--- src/rtl/midi_pkg.sv ---
// Shared types, status-byte constants and message-length decode for the MIDI transmit path.
package midi_pkg;

  typedef enum logic [1:0] {IDLE, S_STAT, S_D1, S_D2} tx_state_t;

  localparam logic [7:0] ST_NOTE_OFF = 8'h80;
  localparam logic [7:0] ST_NOTE_ON  = 8'h90;
  localparam logic [7:0] ST_POLY_AT  = 8'hA0;
  localparam logic [7:0] ST_CTRL     = 8'hB0;
  localparam logic [7:0] ST_PROG     = 8'hC0;
  localparam logic [7:0] ST_CHAN_AT  = 8'hD0;
  localparam logic [7:0] ST_PITCH    = 8'hE0;
  localparam logic [7:0] ST_SYSEX    = 8'hF0;
  localparam logic [7:0] ST_RT_MIN   = 8'hF8;

  // Total bytes in a message, status included; SysEx payload is never carried.
  function automatic logic [1:0] midi_msg_len(input logic [7:0] status);
    logic [1:0] len;
    len = 2'd1;
    case ({status[7:4], 4'h0})
      ST_NOTE_OFF, ST_NOTE_ON, ST_POLY_AT, ST_CTRL, ST_PITCH: len = 2'd3;
      ST_PROG, ST_CHAN_AT: len = 2'd2;
      default: begin
        if (status == 8'hF2) len = 2'd3;
        else if ((status == 8'hF1) || (status == 8'hF3)) len = 2'd2;
      end
    endcase
    return len;
  endfunction

endpackage

--- src/rtl/midi_out_mux_if.sv ---
// Message input and the two byte-sink handshakes of the MIDI transmit mux.
interface midi_out_mux_if;
  logic [4:0] cur_midi_ch;
  logic       msg_valid;
  logic       msg_ready;
  logic [7:0] msg_status;
  logic [7:0] msg_data1;
  logic [7:0] msg_data2;
  logic       msg_err;
  logic [7:0] u_byte;
  logic       u_valid;
  logic       u_ready;
  logic [7:0] u_midibyte_nr;
  logic [7:0] c_byte;
  logic       c_valid;
  logic       c_ready;
  logic [7:0] c_midibyte_nr;
  logic       busy;

  modport master (
    output cur_midi_ch, msg_valid, msg_status, msg_data1, msg_data2, u_ready, c_ready,
    input  msg_ready, msg_err, u_byte, u_valid, u_midibyte_nr,
           c_byte, c_valid, c_midibyte_nr, busy
  );

  modport slave (
    input  cur_midi_ch, msg_valid, msg_status, msg_data1, msg_data2, u_ready, c_ready,
    output msg_ready, msg_err, u_byte, u_valid, u_midibyte_nr,
           c_byte, c_valid, c_midibyte_nr, busy
  );
endinterface

--- src/rtl/midi_rs_tracker.sv ---
// Per-sink running-status memory: last channel status sent and consecutive-elision count.
module midi_rs_tracker
  import midi_pkg::*;
#(
  parameter int unsigned RUNNING_STATUS = 1,
  parameter int unsigned RS_REFRESH     = 8
) (
  input  logic       reg_clk,
  input  logic       reset_reg_N,
  input  logic [7:0] status,
  input  logic       send_done,
  input  logic       is_chan,
  input  logic       is_syscom,
  output logic       elide
);
  localparam int unsigned CNT_W = 8;

  logic [7:0]       last_st;
  logic [CNT_W-1:0] cnt;

  assign elide = (RUNNING_STATUS != 0) && is_chan && (status == last_st) &&
                 ((RS_REFRESH == 0) || (32'(cnt) < RS_REFRESH));

  // Committed when a message for this sink is accepted; realtime leaves state untouched.
  always_ff @(posedge reg_clk) begin
    if (!reset_reg_N) begin
      last_st <= 8'h00;
      cnt     <= '0;
    end else if (send_done) begin
      if (elide) begin
        if (RS_REFRESH != 0) cnt <= cnt + CNT_W'(1);
      end else if (is_chan) begin
        last_st <= status;
        cnt     <= '0;
      end else if (is_syscom) begin
        last_st <= 8'h00;
        cnt     <= '0;
      end
    end
  end

endmodule

--- src/rtl/midi_out_mux.sv ---
// Serialises complete MIDI messages onto the UART or USB/CPU byte sink with optional running status.
module midi_out_mux
  import midi_pkg::*;
#(
  parameter int unsigned RUNNING_STATUS = 1,
  parameter int unsigned RS_REFRESH     = 8
) (
  input logic           reg_clk,
  input logic           reset_reg_N,
  midi_out_mux_if.slave bus
);
  tx_state_t  state;
  logic       sel;
  logic [1:0] len;
  logic [7:0] d1, d2;
  logic       msg_ready_q, msg_err_q, busy_q;
  logic       u_valid_q, c_valid_q;
  logic [7:0] u_byte_q, u_nr_q, c_byte_q, c_nr_q;

  logic [7:0] in_st_c;
  logic       in_sel_c, acc_c, acc_ok_c, is_chan_c, is_syscom_c;
  logic       elide_uart_c, elide_usb_c, elide_c, xfer_c, last_c;
  logic [7:0] first_byte_c, first_nr_c, next_byte_c, next_nr_c;
  tx_state_t  first_state_c, next_state_c;

  assign in_st_c     = bus.msg_status;
  assign in_sel_c    = bus.cur_midi_ch[4];
  assign acc_c       = bus.msg_valid & msg_ready_q;
  assign acc_ok_c    = acc_c & in_st_c[7];
  assign is_chan_c   = (in_st_c >= ST_NOTE_OFF) && (in_st_c < ST_SYSEX);
  assign is_syscom_c = (in_st_c >= ST_SYSEX) && (in_st_c < ST_RT_MIN);

  midi_rs_tracker #(.RUNNING_STATUS(RUNNING_STATUS), .RS_REFRESH(RS_REFRESH)) u_rs (
    .reg_clk     (reg_clk),
    .reset_reg_N (reset_reg_N),
    .status      (in_st_c),
    .send_done   (acc_ok_c & ~in_sel_c),
    .is_chan     (is_chan_c),
    .is_syscom   (is_syscom_c),
    .elide       (elide_uart_c)
  );

  midi_rs_tracker #(.RUNNING_STATUS(RUNNING_STATUS), .RS_REFRESH(RS_REFRESH)) c_rs (
    .reg_clk     (reg_clk),
    .reset_reg_N (reset_reg_N),
    .status      (in_st_c),
    .send_done   (acc_ok_c & in_sel_c),
    .is_chan     (is_chan_c),
    .is_syscom   (is_syscom_c),
    .elide       (elide_usb_c)
  );

  // First byte is decided at accept; an elided message starts at its first data byte.
  assign elide_c       = in_sel_c ? elide_usb_c : elide_uart_c;
  assign first_state_c = elide_c ? S_D1 : S_STAT;
  assign first_byte_c  = elide_c ? {1'b0, bus.msg_data1[6:0]} : in_st_c;
  assign first_nr_c    = elide_c ? 8'd1 : 8'd0;

  assign xfer_c       = sel ? (c_valid_q & bus.c_ready) : (u_valid_q & bus.u_ready);
  assign last_c       = (state == S_D2) || ((state == S_D1) && (len == 2'd2)) ||
                        ((state == S_STAT) && (len == 2'd1));
  assign next_state_c = (state == S_STAT) ? S_D1 : S_D2;
  assign next_byte_c  = (state == S_STAT) ? d1 : d2;
  assign next_nr_c    = (state == S_STAT) ? 8'd1 : 8'd2;

  always_ff @(posedge reg_clk) begin
    if (!reset_reg_N) begin
      state       <= IDLE;
      sel         <= 1'b0;
      len         <= 2'd0;
      d1          <= 8'h00;
      d2          <= 8'h00;
      msg_ready_q <= 1'b1;
      msg_err_q   <= 1'b0;
      busy_q      <= 1'b0;
      u_valid_q   <= 1'b0;
      u_byte_q    <= 8'h00;
      u_nr_q      <= 8'h00;
      c_valid_q   <= 1'b0;
      c_byte_q    <= 8'h00;
      c_nr_q      <= 8'h00;
    end else begin
      msg_err_q <= 1'b0;
      case (state)
        IDLE: begin
          if (acc_c) begin
            if (!in_st_c[7]) begin
              msg_err_q <= 1'b1;
            end else begin
              sel         <= in_sel_c;
              len         <= midi_msg_len(in_st_c);
              d1          <= {1'b0, bus.msg_data1[6:0]};
              d2          <= {1'b0, bus.msg_data2[6:0]};
              msg_ready_q <= 1'b0;
              busy_q      <= 1'b1;
              state       <= first_state_c;
              if (in_sel_c) begin
                c_valid_q <= 1'b1;
                c_byte_q  <= first_byte_c;
                c_nr_q    <= first_nr_c;
              end else begin
                u_valid_q <= 1'b1;
                u_byte_q  <= first_byte_c;
                u_nr_q    <= first_nr_c;
              end
            end
          end
        end
        default: begin
          if (xfer_c) begin
            if (last_c) begin
              state       <= IDLE;
              msg_ready_q <= 1'b1;
              busy_q      <= 1'b0;
              u_valid_q   <= 1'b0;
              c_valid_q   <= 1'b0;
            end else begin
              state <= next_state_c;
              if (sel) begin
                c_byte_q <= next_byte_c;
                c_nr_q   <= next_nr_c;
              end else begin
                u_byte_q <= next_byte_c;
                u_nr_q   <= next_nr_c;
              end
            end
          end
        end
      endcase
    end
  end

  assign bus.msg_ready     = msg_ready_q;
  assign bus.msg_err       = msg_err_q;
  assign bus.busy          = busy_q;
  assign bus.u_valid       = u_valid_q;
  assign bus.u_byte        = u_byte_q;
  assign bus.u_midibyte_nr = u_nr_q;
  assign bus.c_valid       = c_valid_q;
  assign bus.c_byte        = c_byte_q;
  assign bus.c_midibyte_nr = c_nr_q;

endmodule
--- src/flat_wrapper.sv ---
// flat-port wrapper written by rule: the top's interface ports become plain ports
module midi_out_mux_flat import midi_pkg::*;
#(
  parameter int unsigned RUNNING_STATUS = 1,
  parameter int unsigned RS_REFRESH     = 8
)
  (reg_clk, reset_reg_N, bus_cur_midi_ch, bus_msg_valid, bus_msg_status, bus_msg_data1, bus_msg_data2, bus_u_ready, bus_c_ready, bus_msg_ready, bus_msg_err, bus_u_byte, bus_u_valid, bus_u_midibyte_nr, bus_c_byte, bus_c_valid, bus_c_midibyte_nr, bus_busy);
  midi_out_mux_if bus_i ();
  input logic reg_clk;
  input logic reset_reg_N;
  input wire logic [$bits(bus_i.cur_midi_ch)-1:0] bus_cur_midi_ch;
  input wire logic [$bits(bus_i.msg_valid)-1:0] bus_msg_valid;
  input wire logic [$bits(bus_i.msg_status)-1:0] bus_msg_status;
  input wire logic [$bits(bus_i.msg_data1)-1:0] bus_msg_data1;
  input wire logic [$bits(bus_i.msg_data2)-1:0] bus_msg_data2;
  input wire logic [$bits(bus_i.u_ready)-1:0] bus_u_ready;
  input wire logic [$bits(bus_i.c_ready)-1:0] bus_c_ready;
  output wire logic [$bits(bus_i.msg_ready)-1:0] bus_msg_ready;
  output wire logic [$bits(bus_i.msg_err)-1:0] bus_msg_err;
  output wire logic [$bits(bus_i.u_byte)-1:0] bus_u_byte;
  output wire logic [$bits(bus_i.u_valid)-1:0] bus_u_valid;
  output wire logic [$bits(bus_i.u_midibyte_nr)-1:0] bus_u_midibyte_nr;
  output wire logic [$bits(bus_i.c_byte)-1:0] bus_c_byte;
  output wire logic [$bits(bus_i.c_valid)-1:0] bus_c_valid;
  output wire logic [$bits(bus_i.c_midibyte_nr)-1:0] bus_c_midibyte_nr;
  output wire logic [$bits(bus_i.busy)-1:0] bus_busy;
  assign bus_i.cur_midi_ch = bus_cur_midi_ch;
  assign bus_i.msg_valid = bus_msg_valid;
  assign bus_i.msg_status = bus_msg_status;
  assign bus_i.msg_data1 = bus_msg_data1;
  assign bus_i.msg_data2 = bus_msg_data2;
  assign bus_i.u_ready = bus_u_ready;
  assign bus_i.c_ready = bus_c_ready;
  assign bus_msg_ready = bus_i.msg_ready;
  assign bus_msg_err = bus_i.msg_err;
  assign bus_u_byte = bus_i.u_byte;
  assign bus_u_valid = bus_i.u_valid;
  assign bus_u_midibyte_nr = bus_i.u_midibyte_nr;
  assign bus_c_byte = bus_i.c_byte;
  assign bus_c_valid = bus_i.c_valid;
  assign bus_c_midibyte_nr = bus_i.c_midibyte_nr;
  assign bus_busy = bus_i.busy;
  midi_out_mux #(.RUNNING_STATUS(RUNNING_STATUS), .RS_REFRESH(RS_REFRESH)) u_core (.reg_clk(reg_clk), .reset_reg_N(reset_reg_N), .bus(bus_i));
endmodule
--- config.mk ---
export PLATFORM = sky130hd
export DESIGN_NAME = midi_out_mux_flat
export DESIGN_NICKNAME = d
export VERILOG_FILES = /design/src/rtl/midi_pkg.sv /design/src/rtl/midi_out_mux_if.sv /design/src/rtl/midi_rs_tracker.sv /design/src/rtl/midi_out_mux.sv /design/src/flat_wrapper.sv
export SDC_FILE = /design/constraint.sdc
export NUM_CORES = 1
export LEC_CHECK = 0
export ABC_AREA = 0
export BUFFER_PORTS_ARGS = -buffer_cell sky130_fd_sc_hd__buf_4
export CORE_MARGIN = 10
export CORE_UTILIZATION = 50
export CTS_BUF_LIST = sky130_fd_sc_hd__clkbuf_16
export DETAILED_ROUTE_END_ITERATION = 10
export PLACE_DENSITY_LB_ADDON = 0.12
export REMOVE_ABC_BUFFERS = 1
export SLEW_MARGIN = 5
export SYNTH_ARGS = -nofsm -noshare
export SYNTH_HDL_FRONTEND = slang
export SYNTH_SLANG_ARGS = --single-unit
--- constraint.sdc ---
create_clock -name reg_clk -period 2.7 [get_ports reg_clk]
set_input_delay 0.27 -clock reg_clk [delete_from_list [all_inputs] [get_ports reg_clk]]
set_output_delay 0.27 -clock reg_clk [all_outputs]
set_load 0.05 [all_outputs]
==> metrics, run 1 <==
Hold Path Class=in -> reg; core area=0.006756 mm2; worst skew pair latency=330 ps; post-route insts no fill=590; DP Worst Slack=460.3 ps; vias in the first global route=3189; drt first-iter violations=202; sequential share of the synthesized area=43.80%; r2r startpoint=u_core.c_rs.cnt[3]$_SDFFE_PN0P_; post-synthesis mux area share=0%; Max Slew Vio Count=0; vias per cell=5.556; Post-Synth Adder-Cell Area=0.7205%; Max Fclk=0.4556 GHz; TritonCTS Buffers=9; number of buffers added on ports=52; Synth Flop Type=dfxtp_1; ys async rst share=0%; most frequent cell after synthesis=nand2_1; io pins=71; drt first pass iters=4; commonest cells in the netlist=nand2_1 (105), dfxtp_1 (76), nor2_1 (50); Netlist cell types=40; hold buffer count at cts=0; r2r endpoint=u_core.bus.c_midibyte_nr[0]$_SDFFE_PN0P_; Hold Vio Cnt, Final=0; Final ANT Viol Nets=0; minimum clock period=2195 ps; Core Util, Final=62.17%; Area after DPL=0.003891 mm2; crit path max fanout=12; Cells after Synth=458; Die H=103.3 um; Storage cell area=0.001521 mm2; Resize count post-CTS=0; first-pass GRT wire length=15.30 mm; result of the run=finished clean; unrepaired setup endpoints after global routing=no; Setup CP Type=reg -> reg; largest family of logic cells by synthesized area=simple AND/OR/NAND/NOR gates; Synth Warn #=0; hold path cells=3; Hold Path Origin=bus_msg_data2[3]; vias=3278; Synth area leaders=dfxtp_1 (44%), nand2_1 (11%), a21oi_1 (6.2%); xor/xnor cell area share of the yosys netlist=3.278%; Max-Slew Margin vs Limit=49.58%; clock root cell=clkbuf_16; final setup skew=6.934 ps; Total GRT Usage=18.07%; final-stage net count=541; EDFF count, synth=0; hold endpoint=u_core.d2[3]$_SDFFE_PN0P_; die area=0.01068 mm2; Multi-input gate area=0.001778 mm2; Power Density=929.7 mW/mm2; DIE WIDTH=103.3 um; GRT met3 Usage=4.651%; # setup viols final=0; number of placement rows=30; area grow syn2layout=20.93%; # DRC=0; Fillers=621; R2R Setup Slk=510 ps; grt ovf=0; largest net degree at the start of global routing=35; Antenna diodes=0; Slew @ Worst Pin=755.5 ps; placed insts=574; met2 usage=28.41%; Total Wirelength=9.349 mm; synthesized area=0.003473 mm2; clk slew on worst S/H paths=60 ps; CP Data Required Time=2950 ps; H-tree levels=3; Placer Congestion=0.8486; compound-cell area share of the yosys netlist=18.66%; CP Launch Type=flip-flop; DP HPWL=6.475 mm; final period utilization=81.29%; GRT busiest layer=met2; share of the synthesized area in the top cell type=43.80%; Initial Util=51.41%; clock tree sinks=76; max-cap check violation count=0; Mean Syn Cell Area=7.584 um2; Final WS setup=505.1 ps; met1 usage=22.64%; worst r2r path cells=6; Peak VDD IR=0.4272 mV; TritonCTS clock tree=done; Arr. time, crit path=2450 ps; Wirelength per Cell=15.85 um; share of post-route cells with drive strength above 1=16.08%; Synth Area in Simple Gates=27.23%; CP Capture Type=flip-flop; leading area contributor after synthesis=dfxtp_1; Yosys reg bits=76; Total Neg Setup Slack=0 ps; initial antenna violation count=0; design area=0.004200 mm2; number of setup buffers added after CTS=0; Clock Path Buffers=2; Leakage Power=1.666 nW
==> registers in the layout, summed over array words and instances (netlist names) <==
register	count
u_core.bus.msg_ready	1
u_core.sel	1
u_core.u_rs.last_st	8
u_core.state	2
u_core.bus.u_byte	8
u_core.d2	7
u_core.c_rs.last_st	8
u_core.c_rs.cnt	8
u_core.bus.c_valid	1
u_core.u_rs.cnt	8
u_core.bus.c_midibyte_nr	2
u_core.bus.u_valid	1
u_core.bus.c_byte	8
u_core.len	2
u_core.bus.busy	1
u_core.bus.u_midibyte_nr	2
u_core.bus.msg_err	1
u_core.d1	7
==> cell families after synthesis <==
logic type      after synthesis
xor+xnor                     13
buf+inv                      43
fa+ha+maj                     2
compound gates              113
simple gates                210
flops                        76
other cells                   1
==> per-layer routing <==
metal	wire, um	vias up
met1	4208	1519
met3	673	16
met4	180	0
met2	4286	103
li1	-	1640
met5	0	-
==> cell type report <==
class | instances | share of cell area [%]
clock inverters | 7 | 1.996
well taps | 80 | 2.383
repair buffers | 63 | 11.26
inverters | 5 | 0.4468
flip-flops and latches | 76 | 36.22
multi-input cells | 350 | 42.33
clock buffers | 9 | 5.362
==> worst max path at each step <==
stage	startpoint	to	depth (start not counted)
2_1_floorplan	u_core.bus.msg_ready$_SDFFE_PN1P_	u_core.bus.u_midibyte_nr[0]$_SDFFE_PN0P_	6
3_3_place_gp	bus_msg_status[7]	u_core.bus.c_midibyte_nr[0]$_SDFFE_PN0P_	7
3_5_place_dp	bus_msg_status[6]	u_core.bus.c_midibyte_nr[0]$_SDFFE_PN0P_	7
4_1_cts	u_core.c_rs.cnt[3]$_SDFFE_PN0P_	u_core.bus.c_midibyte_nr[0]$_SDFFE_PN0P_	6
5_1_grt	u_core.c_rs.cnt[3]$_SDFFE_PN0P_	u_core.bus.c_midibyte_nr[0]$_SDFFE_PN0P_	6
6_report	u_core.c_rs.cnt[3]$_SDFFE_PN0P_	u_core.bus.c_midibyte_nr[0]$_SDFFE_PN0P_	6
==> worst max-delay path, cell delays in order, from the launching register on <==
cell	delay [ps]
dfxtp_1	330
or4b_4	560
nor4_4	330
nand4_1	160
o211a_2	250
or3_1	370
a21oi_1	120
==> metrics by stage <==
| step | hold WS (ps) | power, W |
|---|---|---|
| floorplan | 346.2 | 0.002205 |
| global placement | 438.2 | 0.002653 |
| detailed placement | 447.2 | 0.002669 |
| CTS | 184.0 | 0.003912 |
| global route | 192.4 | 0.004089 |
| finish | 187.8 | 0.003905 |
==> placed cells by master, fill, tap and decap left out, types with 2 or more instances in the layout <==
cell type / instances
clkbuf_16: 9
conb_1: 12
ha_1: 2
xor2_1: 13
nand2b_1: 2
nand4b_1: 2
nor3_1: 4
a31oi_1: 19
o21ai_0: 30
nand3_1: 21
dfxtp_1: 76
nor2_1: 50
a21oi_1: 43
nand2_1: 105
bufinv_16: 2
buf_4: 63
and3_1: 3
nor4_4: 2
nor2b_1: 3
nand4_1: 4
a311oi_1: 2
inv_1: 7
nor4_1: 2
a211oi_1: 2
a21boi_0: 13
or3_1: 3
==> report_power, final <==
group	switching, W	leakage, nW	internal (W)	total [W]
clock	0.000445	0.155	0.000797	0.00124
combinational	0.000930	0.893	0.000386	0.00132
sequential	0.0000805	0.617	0.00127	0.00135
Note: power is estimated with default switching activity, not from simulation.
==> run 2: changes to the inputs <==
CORE_UTILIZATION = 49   (was 50)
clock period = 1.9 ns   (was 2.7 ns; I/O delays follow)
==> run 2 against run 1 <==
Effect of this change:
- the flow now finishes with violations (negative setup slack)
- utilization rose by 3.9 points
- combinational power grew 51%
- first-iteration DRC count shrank 5.4%
- register-to-register slack worse by 610 ps
- die area up 1.6%
- design area grew 7.4%
- sequential power is 43% higher
- clock skew shrank 2.6 ps
- hold slack lost 81 ps
- clock power increased by 53%
- routed wire length rose by 4.1%
- non-clock buffer count is 28 higher
- critical endpoint is now u_core.bus.u_midibyte_nr[0]$_SDFFE_PN0P_
- highest routed layer unchanged
==> metrics, run 2 (synthesis results as in run 1) <==
CP Data Required Time=2160 ps (-790 ps); number of buffers added on ports=52 (unchanged); drt first-iter violations=191 (-5.4%); # setup viols final=34 (+34); Slew @ Worst Pin=528.7 ps (-226.7 ps); io pins=71 (unchanged); design area=0.004511 mm2 (+7.4%); Power Density=1289 mW/mm2 (+39%); hold buffer count at cts=0 (unchanged); area grow syn2layout=29.86%; grt ovf=0 (unchanged); H-tree levels=3 (unchanged); CP Capture Type=flip-flop; crit path max fanout=3 (-9); number of placement rows=30 (unchanged); Core Util, Final=66.03% (+3.9 points); placed insts=616 (+7.3%); final-stage net count=569 (+5.2%); Hold Path Origin=bus_msg_data2[3]; Max Slew Vio Count=0 (unchanged); Leakage Power=1.826 nW (+9.6%); post-route insts no fill=634 (+7.5%); Max-Slew Margin vs Limit=64.62% (+15 points); crit path from=u_core.c_rs.cnt[5]$_SDFFE_PN0P_; vias per cell=5.369 (-3.4%); vias=3404 (+3.8%); Hold Path Class=in -> reg; core area=0.006832 mm2 (+1.1%); # DRC=0 (unchanged); Clock Path Buffers=2 (unchanged); initial antenna violation count=0 (unchanged); DIE WIDTH=104.2 um (+0.82%); Area after DPL=0.004119 mm2 (+5.9%); unrepaired setup endpoints after global routing=yes; TritonCTS Buffers=9 (unchanged); most frequent cells in the layout=nand2_1 (101), buf_4 (89), dfxtp_1 (75), nor2_1 (49), a21oi_1 (42); Peak VDD IR=0.8450 mV (+98%); TritonCTS clock tree=done; clock root cell=clkbuf_16; Wirelength per Cell=15.35 um (-3.1%); largest net degree at the start of global routing=34 (-2.9%); Placer Congestion=0.8480 (about the same); max-cap check violation count=0 (unchanged); commonest non-fill, non-tap cell in the layout=nand2_1; share of post-route cells with drive strength above 1=22.68% (+6.6 points); worst skew pair latency=330 ps (about the same); Hold Vio Cnt, Final=0 (unchanged); die area=0.01086 mm2 (+1.6%); Initial Util=50.84% (-0.56 points); Arr. time, crit path=2260 ps (-190 ps); final period utilization=105.3% (+24 points); Total GRT Usage=17.69% (-0.38 points); Die H=104.2 um (+0.82%); Total Wirelength=9.734 mm (+4.1%); Final ANT Viol Nets=0 (unchanged); Final WS setup=-99.97 ps (-605.1 ps); minimum clock period=2000 ps (-195.0 ps); Antenna diodes=0 (unchanged); CP Launch Type=flip-flop; clock tree sinks=76 (unchanged); first-pass GRT wire length=15.95 mm (+4.2%); DP HPWL=7.042 mm (+8.8%); clk slew on worst S/H paths=60 ps (about the same); result of the run=finished, violations left; drt first pass iters=5 (+1); Max Fclk=0.5000 GHz (+9.7%); r2r startpoint=u_core.c_rs.cnt[5]$_SDFFE_PN0P_; failing checks=negative setup slack; vias in the first global route=3223 (+1.1%); final setup skew=4.353 ps (-2.581 ps); Setup CP Type=reg -> reg
==> run 2: path summary, 6_finish.rpt <==
path	endpoint	slack (ps)	depth (start not counted)
max	u_core.bus.u_midibyte_nr[0]$_SDFFE_PN0P_	-100	6
min	u_core.d2[3]$_SDFFE_PN0P_	110	3
max reg2reg	u_core.bus.u_midibyte_nr[0]$_SDFFE_PN0P_	-100	6
min reg2reg	u_core.d2[2]$_SDFFE_PN0P_	450	2
==> run 2: per-stage QoR <==
step / setup WS, ps / TNS (ps) / hold WS (ps) / total power, W
3_3_place_gp: -125.9 / -1209 / 437.2 / 0.003875
6_report: -99.97 / -1294 / 107.2 / 0.005814
5_1_grt: -202.2 / -5285 / 108.8 / 0.006101
3_5_place_dp: -150.4 / -1518 / 446.9 / 0.003912
4_1_cts: -99.16 / -1145 / 100.9 / 0.005817
2_1_floorplan: -200.7 / -3106 / 266.2 / 0.003134
==> run 2: where the power goes <==
group	total, W	internal [W]	switching (W)
clock network	0.00190	0.00127	0.000630
registers	0.00193	0.00180	0.000125
logic	0.00199	0.000666	0.00133
total	0.00581	0.00373	0.00208
==> run 2: critical path, cell delays in order (launching register included) <==
cell,delay [ps]
dfxtp_1,310
or4b_4,570
nor4_4,280
nand4_1,130
o211a_2,180
or3_1,340
a21oi_1,120
==> run 2: cell type report <==
type | count | area [um2]
tap | 96 | 120.1
timing repair buffer | 91 | 699.4
fill | 619 | 2321
sequential | 76 | 1523
clock inverter | 7 | 106.4
clock buffer | 9 | 225.2
inverter | 5 | 18.77
multi-input combinational | 350 | 1818
==> run 2: layer usage <==
| metal | GRT usage [%] | routed length, um | vias to the layer above |
|---|---|---|---|
| li1 | - | - | 1688 |
| met1 | 22.76 | 4417 | 1599 |
| met2 | 28.24 | 4576 | 107 |
| met3 | 4.833 | 630 | 10 |
| met4 | 4.970 | 110 | 0 |
| met5 | 0 | 0 | - |
==> run 2: timing repair <==
item | CTS | global route
gates cloned | 0 | 0
resized for setup | 8 | 10
setup endpoints to repair | 36 | 45
pin swaps | 8 | 5
buffers inserted | 1 | 1
==> run 3: changes to the inputs <==
ABC_AREA = 1   (was 0)
CORE_MARGIN = 2   (was 10)
CORE_UTILIZATION = 50   (was 49)
PLACE_DENSITY_LB_ADDON = 0.1   (was 0.12)
==> run 3 against run 2 <==
Effect of this change:
- count of clock-buffer cells in the layout stayed put
- register-to-register slack improved by 290 ps
- highest routed layer unchanged
- the run now ends clean
- clock skew increased by 2.6 ps
- hold slack worse by 18 ps
- synthesized area up 6.6%
- non-clock buffer count fell by 29
- worst setup slack better by 290 ps
- utilization down 4.3 points
- combinational power increased by 48%
- power up 18%
- sequential power up 9%
==> metrics, run 3 <==
Clock Path Buffers=2 (unchanged); share of the synthesized area in the top cell type=41.11% (-2.7 points); P_int=0.003968 W (+6.3%); Peak VDD IR=0.9459 mV (+12%); Area after DPL=0.004118 mm2 (about the same); Antenna diodes=0 (unchanged); commonest non-fill, non-tap cell in the layout=nor2_1; Max Slew Vio Count=0 (unchanged); Netlist cell types=36 (-10%); synthesized area=0.003701 mm2 (+6.6%); DP HPWL=6.076 mm (-14%); Hold Vio Cnt, Final=0 (unchanged); number of placement rows=31 (+3.3%); DIE WIDTH=90.04 um (-14%); drt first pass iters=5 (unchanged); max-cap check violation count=0 (unchanged); Synth area leaders=dfxtp_1 (41%), nor2_1 (8.8%), nand2_1 (7.1%); TritonCTS clock tree=done; placed insts=635 (+3.1%); H-tree levels=3 (unchanged); final setup skew=6.971 ps (+2.618 ps); largest net degree at the start of global routing=52 (+53%); Yosys reg bits=76 (unchanged); Max Fclk=0.5862 GHz (+17%); sequential power share=30.7% (-2.4 points); CP Launch Type=flip-flop; first-pass GRT wire length=14.84 mm (-7.0%); Initial Util=51.30% (+0.46 points); TritonCTS Buffers=9 (unchanged); Placer Congestion=0.8395 (-1.0%); Hold Path Origin=bus_msg_data2[6]; most frequent cells in the layout=nor2_1 (86), dfxtp_1 (76), nand2_1 (70), buf_4 (62), inv_1 (46); hold path cells=3 (unchanged); combinational power share=42.9% (+8.6 points); final period utilization=89.79% (-15 points); result of the run=finished clean; vias per cell=5.067 (-5.6%); clk slew on worst S/H paths=60 ps (about the same); Storage cell area=0.001521 mm2 (about the same); share of post-route cells with drive strength above 1=23.69% (+1.0 points); r2r endpoint=u_core.c_rs.last_st[7]$_SDFFE_PN0P_; most frequent cell after synthesis=nor2_1; R2R Setup Slk=190 ps (+290 ps); Mean Syn Cell Area=7.492 um2 (-1.2%); drt first-iter violations=274 (+43%); initial antenna violation count=0 (unchanged); leading area contributor after synthesis=dfxtp_1; Power Density=1538 mW/mm2 (+19%); # setup viols final=0 (-100%); Leakage Power=1.988 nW (+8.9%); clock tree sinks=76 (unchanged); Final ANT Viol Nets=0 (unchanged); clock root cell=clkbuf_16; vias=3304 (-2.9%); post-route insts no fill=652 (+2.8%); crit path max fanout=13 (+10); switching power=0.002884 W (+39%); r2r startpoint=u_core.bus.msg_ready$_SDFFE_PN1P_; ys async rst share=0% (unchanged); number of buffers added on ports=52 (unchanged); Fillers=670 (+8.2%); Max-Slew Margin vs Limit=48.67% (-16 points); final-stage net count=584 (+2.6%); CP Data Required Time=2160 ps (about the same); Multi-input gate area=0.001814 mm2 (-0.21%); io pins=71 (unchanged); minimum clock period=1706 ps (-294.0 ps); worst r2r path cells=10 (+4); # DRC=0 (unchanged); Synth Warn #=0 (unchanged); sequential share of the synthesized area=41.11% (-2.7 points); Slew @ Worst Pin=769.2 ps (+240.4 ps); Synth Flop Type=dfxtp_1; commonest cells in the netlist=nor2_1 (87), dfxtp_1 (76), nand2_1 (70); Total Wirelength=8.724 mm (-10%); worst skew pair latency=330 ps (about the same); unrepaired setup endpoints after global routing=no; vias in the first global route=3146 (-2.4%); core area=0.007214 mm2 (+5.6%); Cells after Synth=494 (+7.9%); Net Sw Frac=42.09% (+6.3 points); CP Capture Type=flip-flop; area grow syn2layout=20.39%; grt ovf=0 (unchanged); clock group share of total power=26.4% (-6.2 points); Setup CP Type=reg -> reg; Hold Path Class=in -> reg; hold endpoint=u_core.d2[6]$_SDFFE_PN0P_; design area=0.004456 mm2 (-1.2%); Total GRT Usage=22.45% (+4.8 points); die area=0.008106 mm2 (-25%); EDFF count, synth=0 (unchanged); Arr. time, crit path=1970 ps (-290 ps); worst hold slack=89.56 ps (-17.61 ps); Die H=90.04 um (-14%); Wirelength per Cell=13.38 um (-13%)
[run 3: per-layer routing]
layer / track usage (%) / wire, um / up-vias
met5: 0 / 0 / -
met4: 9.615 / 123 / 0
met3: 3.772 / 386 / 11
met2: 34.65 / 3979 / 83
met1: 31.08 / 4234 / 1523
li1: - / - / 1687
[run 3: layout make-up]
class                   count  share of cell area, %
inverters                  56                  4.774
repair buffers             62                  10.45
clock buffers               9                  5.055
flip-flops and latches     76                  34.15
clock inverters             7                  2.078
multi-input cells         343                  40.72
well taps                  99                  2.780
[run 3: critical path: stages, from the launching register on]
cell and delay [ps]:
dfxtp_1 360, nand2_1 130, nor2_1 150, inv_2 60, a21oi_4 180, nand2_2 140, inv_2 150, nand2_4 130
inv_2 140, o21ai_1 70, a21oi_1 130
[run 3: timing repair]
action | 4_1_cts | 5_1_grt
setup endpoints to repair | 0 | 20
hold buffers | 0 | 0
gates resized for setup | 0 | 3
buffers inserted | 0 | 1
[run 3: kinds of logic after synthesis]
logic type,share of synthesized area (%)
AND/OR/NAND/NOR,29.45
AO/OA/AOI/OAI,16.46
buffers and inverters,11.26
flip-flops,41.11
XOR/XNOR,0.9468
adder cells (fa/ha/maj),0.6760
other,0.1013
[run 3: per-stage QoR]
step / setup WS (ps) / total power (W) / utilization [%] / setup TNS (ps)
after floorplan: -260.3 / 0.004133 / - / -3174
after global placement: 155.4 / 0.004941 / 57.08 / 0
after detailed placement: 117.1 / 0.004991 / 57.08 / 0
after CTS: 91.22 / 0.006807 / 61.48 / 0
after global routing: 20.47 / 0.007225 / 61.76 / 0
final: 194.0 / 0.006852 / 61.76 / 0
[run 3: worst max path at each step]
| stage | to | start | cells after the start |
|---|---|---|---|
| 6_report | u_core.c_rs.last_st[7]$_SDFFE_PN0P_ | u_core.bus.msg_ready$_SDFFE_PN1P_ | 10 |
| 5_1_grt | u_core.c_rs.last_st[7]$_SDFFE_PN0P_ | u_core.bus.msg_ready$_SDFFE_PN1P_ | 10 |
| 4_1_cts | u_core.bus.c_midibyte_nr[0]$_SDFFE_PN0P_ | u_core.state[1]$_SDFFE_PN0P_ | 9 |
| 3_5_place_dp | u_core.bus.c_midibyte_nr[0]$_SDFFE_PN0P_ | u_core.state[1]$_SDFFE_PN0P_ | 9 |
| 3_3_place_gp | u_core.bus.u_byte[5]$_SDFFE_PN0P_ | u_core.state[1]$_SDFFE_PN0P_ | 8 |
| 2_1_floorplan | u_core.bus.u_byte[0]$_SDFFE_PN0P_ | u_core.state[0]$_SDFFE_PN0P_ | 8 |
[run 3: power groups by stage]
stage | clock network [W] | registers (W) | logic, W
global route | 0.00191 | 0.00214 | 0.00318
CTS | 0.00183 | 0.00210 | 0.00287
floorplan | 0 | 0.00281 | 0.00132
finish | 0.00181 | 0.00210 | 0.00294
detailed placement | 0 | 0.00213 | 0.00286
global placement | 0 | 0.00213 | 0.00281
